`src/rtl/nukv_value_narrower.sv`:
```
// Splits length-prefixed values arriving as 512-bit segments into 64-bit output words.
// The 16-bit header at the start of each value sets how many bytes are emitted.
module nukv_value_narrower #(
  parameter int unsigned MEMORY_WIDTH = 512,
  parameter int unsigned OUT_WIDTH    = 64
) (
  input  logic                    clk,
  input  logic                    rst,
  input  logic [MEMORY_WIDTH-1:0] in_data,
  input  logic                    in_valid,
  input  logic                    in_last,
  output logic                    in_ready,
  output logic [OUT_WIDTH-1:0]    out_data,
  output logic [7:0]              out_keep,
  output logic                    out_valid,
  output logic                    out_last,
  input  logic                    out_ready,
  output logic                    err_short
);

  typedef enum logic [1:0] {StIdle, StEmit, StFill, StDiscard} state_e;

  state_e                  state_q, state_d;
  logic [MEMORY_WIDTH-1:0] buf_q, buf_d;
  logic [2:0]              lane_q, lane_d;
  logic [15:0]             cnt_q, cnt_d;
  logic                    last_q, last_d;
  logic                    err_q, err_d;

  logic [15:0] hdr_len;
  logic        final_word;
  logic        lane_end;
  logic [7:0]  final_keep;

  always_comb begin
    hdr_len    = (in_data[15:0] < 16'd2) ? 16'd2 : in_data[15:0];
    final_word = (cnt_q <= 16'd8);
    lane_end   = (lane_q == 3'd7);
    final_keep = '0;
    for (int i = 0; i < 8; i++) begin
      final_keep[i] = (cnt_q[2:0] == 3'd0) || (i < int'(cnt_q[2:0]));
    end
  end

  always_comb begin
    state_d   = state_q;
    buf_d     = buf_q;
    lane_d    = lane_q;
    cnt_d     = cnt_q;
    last_d    = last_q;
    err_d     = 1'b0;
    in_ready  = 1'b0;
    out_valid = 1'b0;
    out_last  = 1'b0;
    out_keep  = '0;
    out_data  = buf_q[OUT_WIDTH*int'(lane_q) +: OUT_WIDTH];

    unique case (state_q)
      StIdle: begin
        in_ready = 1'b1;
        if (in_valid) begin
          buf_d   = in_data;
          last_d  = in_last;
          cnt_d   = hdr_len;
          lane_d  = 3'd0;
          state_d = StEmit;
        end
      end
      StEmit: begin
        out_valid = 1'b1;
        // A segment marked last that runs out before the length does ends the value early.
        out_last  = final_word || (lane_end && last_q);
        out_keep  = final_word ? final_keep : 8'hFF;
        if (out_ready) begin
          lane_d = lane_q + 3'd1;
          cnt_d  = final_word ? 16'd0 : cnt_q - 16'd8;
          if (final_word) begin
            state_d = last_q ? StIdle : StDiscard;
          end else if (lane_end) begin
            if (last_q) begin
              state_d = StIdle;
              err_d   = 1'b1;
            end else begin
              state_d = StFill;
            end
          end
        end
      end
      StFill: begin
        in_ready = 1'b1;
        if (in_valid) begin
          buf_d   = in_data;
          last_d  = in_last;
          lane_d  = 3'd0;
          state_d = StEmit;
        end
      end
      StDiscard: begin
        in_ready = 1'b1;
        if (in_valid && in_last) begin
          state_d = StIdle;
        end
      end
      default: state_d = StIdle;
    endcase

    if (rst) begin
      in_ready  = 1'b0;
      out_valid = 1'b0;
      out_last  = 1'b0;
      out_keep  = '0;
    end
  end

  assign err_short = err_q & ~rst;

  always_ff @(posedge clk) begin
    if (rst) begin
      state_q <= StIdle;
      lane_q  <= 3'd0;
      cnt_q   <= 16'd0;
      last_q  <= 1'b0;
      err_q   <= 1'b0;
    end else begin
      state_q <= state_d;
      lane_q  <= lane_d;
      cnt_q   <= cnt_d;
      last_q  <= last_d;
      err_q   <= err_d;
    end
  end

  // Segment buffer carries no reset; its contents only matter while emitting.
  always_ff @(posedge clk) begin
    buf_q <= buf_d;
  end

endmodule

```
`config.mk`:
```
export PLATFORM = sky130hd
export DESIGN_NAME = nukv_value_narrower
export DESIGN_NICKNAME = d
export VERILOG_FILES = /design/src/rtl/nukv_value_narrower.sv
export SDC_FILE = /design/constraint.sdc
export NUM_CORES = 1
export LEC_CHECK = 0
export ABC_AREA = 1
export CAP_MARGIN = 0
export CORE_MARGIN = 1
export CORE_UTILIZATION = 38
export CTS_CLUSTER_DIAMETER = 50
export DETAILED_ROUTE_END_ITERATION = 7
export PLACE_DENSITY = 0.77
export SLEW_MARGIN = 20
export SYNTH_ARGS = -nofsm -noshare
export SYNTH_HDL_FRONTEND = slang
export SYNTH_SLANG_ARGS = --single-unit
```
`constraint.sdc`:
```
create_clock -name clk -period 25.5 [get_ports clk]
set_input_delay 3.825 -clock clk [delete_from_list [all_inputs] [get_ports clk]]
set_output_delay 3.825 -clock clk [all_outputs]
set_load 0.01 [all_outputs]
```
==> flow_metrics.env <==
export IMPL_status="complete, no violations"
export IMPL_syn_inst=1686
export IMPL_cp_endpoint="out_keep[6]"
export IMPL_numCtsBuffers=58
export IMPL_post_cts_setup_buffer_count=0
export IMPL_yosysTopAreaCell="edfxtp_1"
export IMPL_antenna_left=0
export IMPL_grt_max_degree=189
export IMPL_clkSinkCount=535
export IMPL_critPathMaxStageDelay_ps=580
export IMPL_htreeDepth=2
export IMPL_gr_total_overflow=0
export IMPL_start_kind="input port"
export IMPL_timing_rr_start="state_q[0]"
export IMPL_portBuffers=592
export IMPL_crit_chain="clkdlybuf4s50_1 -> nor2_1 -> nand2_1 -> o31ai_1 -> clkdlybuf4s50_1"
export IMPL_worst_pin_slew_ps=1110
export IMPL_syn_nets=2206
export IMPL_holdCritPathClass="flop to flop"
export IMPL_gp_congestion=0.874
export IMPL_finalMaxSlewViolations=0
export IMPL_max_slew_margin_pct=26.2
export IMPL_grt_pass1_vias=15500
export IMPL_fillers=4479
export IMPL_wirelength_um=59900
export IMPL_die_width_um=238
export IMPL_timing_rr_end="buf_q[222]"
export IMPL_num_vias=15500
export IMPL_cp_arrival_ps=5790
export IMPL_critPathLaunch="rst"
export IMPL_end_kind="output pin"
export IMPL_syn_area_um2=21100
export IMPL_critPathMaxFanout=8
export IMPL_setup_violations=0
export IMPL_clk_path_buf_depth=3
export IMPL_drt_iter0_markers=1296
export IMPL_post_route_drc_count=0
export IMPL_hold_buffers=0
export IMPL_yosys_cell_types_count=31
export IMPL_synth_warnings=0
export IMPL_clk_pin_slew_ps=60
export IMPL_first_pass_iters=5
export IMPL_post_route_min_period_ps=9610
export IMPL_finish_utilization_pct=53.5
export IMPL_clk_latency_ps=600
export IMPL_ctsResizeCount=0
export IMPL_rrSetupSlack_ps=22630
export IMPL_areaGrowthSynthToFinish_pct=39.2
export IMPL_cts_tree="built"
export IMPL_initial_utilization_pct=38.4
export IMPL_antenna_found_initial=9
export IMPL_wl_per_cell_um=19.7
export IMPL_synth_area_per_cell_um2=12.5
export IMPL_maxCapViolations=0
export IMPL_cp_depth=5
export IMPL_worst_path_buf_inv=2
export IMPL_path_class="input port to output pin"
export IMPL_tns_ps=0
export IMPL_synth_seq_cells=535
export IMPL_ys_seq_area_share_pct=74.9
export IMPL_vias_per_cell=5.10
export IMPL_dieArea_um2=56600
export IMPL_hold_viol=0
export IMPL_cts_root_buffer="clkbuf_16"
export IMPL_synthFlopType="edfxtp_1"
export IMPL_synth_top_cells_by_area="edfxtp_1 (73%), nor2_1 (8.8%), o21ai_0 (6.6%)"
export IMPL_synthArstFlopShare_pct=0
export IMPL_layout_common_cells="clkdlybuf4s50_1 (592), edfxtp_1 (512), nor2_1 (495), o21ai_0 (277)"
export IMPL_skew_ps=23.4
export IMPL_drive_gt1_share_pct=4.67
export IMPL_rsz0062_at_grt="false"
export IMPL_reg2regPathDepth=4
export IMPL_p_leak_nw=10.2
export IMPL_crit_top_cell="clkdlybuf4s50_1"
export IMPL_p_per_area_nw_per_um2=71.3
export IMPL_max_freq_ghz=0.104
export IMPL_path_delay_family="buffers and inverters"
export IMPL_irDropWorstVdd_v=0.0000543
export IMPL_core_area_um2=55000
export IMPL_synth_edf_count=512
export IMPL_cp_required_ps=21670
export IMPL_period_share_pct=37.7
export IMPL_row_count=86
export IMPL_ios=593
export IMPL_fp_dieH_um=238
export IMPL_grt_pass1_wl_um=87900
export IMPL_cp_slowest_cell="clkdlybuf4s50_1"
export IMPL_finalNetCount=2763
export IMPL_dp_hpwl_um=39900
export IMPL_grt_usage_pct=20.2
export IMPL_final_common_cell="clkdlybuf4s50_1"
export IMPL_synth_top_area_share_pct=72.7
tightest hold or removal path: stages (launching register included):
cell,delay (ps)
dfxtp_1,330
nand2_1,70
a21oi_1,50
cell usage after synthesis, drive strengths merged, types with 3 or more instances:
library cell,instances
nor2,496
o21ai,280
a21oi,32
dfxtp,23
clkbuf,49
xor2,8
buf,56
edfxtp,512
a31oi,64
nand3,7
o22ai,64
ha,3
nand2,49
inv,33
worst min-delay path by stage:
stage | startpoint | to | slack [ps] | cells after the start
6_report | state_q[1] | state_q[1] | 500 | 2
5_1_grt | state_q[1] | state_q[1] | 520 | 2
4_1_cts | state_q[1] | state_q[1] | 490 | 2
3_5_place_dp | state_q[1] | state_q[1] | 480 | 2
3_3_place_gp | state_q[1] | state_q[1] | 460 | 2
2_1_floorplan | state_q[1] | state_q[1] | 450 | 2
state kept, by name (all words and copies together) (netlist names):
| signal | cells |
|---|---|
| buf_q | 512 |
| cnt_q | 16 |
| err_q | 1 |
| lane_q | 3 |
| last_q | 1 |
| state_q | 2 |
cell type report:
class / count / area (µm²) / area share [%]
antenna: 5 / 12.5 / 0.0425
clock buffer: 72 / 1540 / 5.22
clock inverter: 37 / 294 / 1.00
inverter: 33 / 141 / 0.481
multi-input combinational: 1013 / 4620 / 15.7
sequential: 535 / 15800 / 53.9
tap: 748 / 936 / 3.18
timing repair buffer: 602 / 6030 / 20.5
routing by layer:
| layer | part of all wire, % | vias up | GRT usage [%] | routed length [µm] |
|---|---|---|---|---|
| li1 | - | 7223 | - | - |
| met1 | 37 | 7387 | 23.6 | 22100 |
| met2 | 49 | 756 | 34.2 | 29300 |
| met3 | 9.8 | 161 | 6.04 | 5850 |
| met4 | 4.3 | 10 | 9.21 | 2580 |
| met5 | 0.12 | - | 0 | 71 |
kinds of logic after synthesis:
logic type	share of synthesized area, %
AND/OR/NAND/NOR	10.0
flip-flops	74.9
AO/OA/AOI/OAI	11.3
buffers and inverters	3.20
XOR/XNOR	0.414
adder cells (fa/ha/maj)	0.178
stage by stage:
| stage | hold slack, ps | power (W) | worst slack [ps] | instances | instance area, µm² |
|---|---|---|---|---|---|
| 2_1_floorplan | 452 | 0.00120 | 10830 | 1686 | 21100 |
| 3_3_place_gp | 463 | 0.00130 | 16000 | 2931 | 27600 |
| 3_5_place_dp | 484 | 0.00131 | 15910 | 2931 | 27600 |
| 4_1_cts | 492 | 0.00211 | 15910 | 3040 | 29400 |
| 5_1_grt | 523 | 0.00217 | 15710 | 3042 | 29400 |
| 6_report | 501 | 0.00210 | 15890 | 3045 | 29400 |
where the power goes:
| part | total [W] | internal, W | switching (W) |
|---|---|---|---|
| Clock | 0.000802 | 0.000460 | 0.000342 |
| Combinational | 0.000243 | 0.000124 | 0.000119 |
| Sequential | 0.00105 | 0.00103 | 0.0000192 |
(Power assumes the default switching activity.)
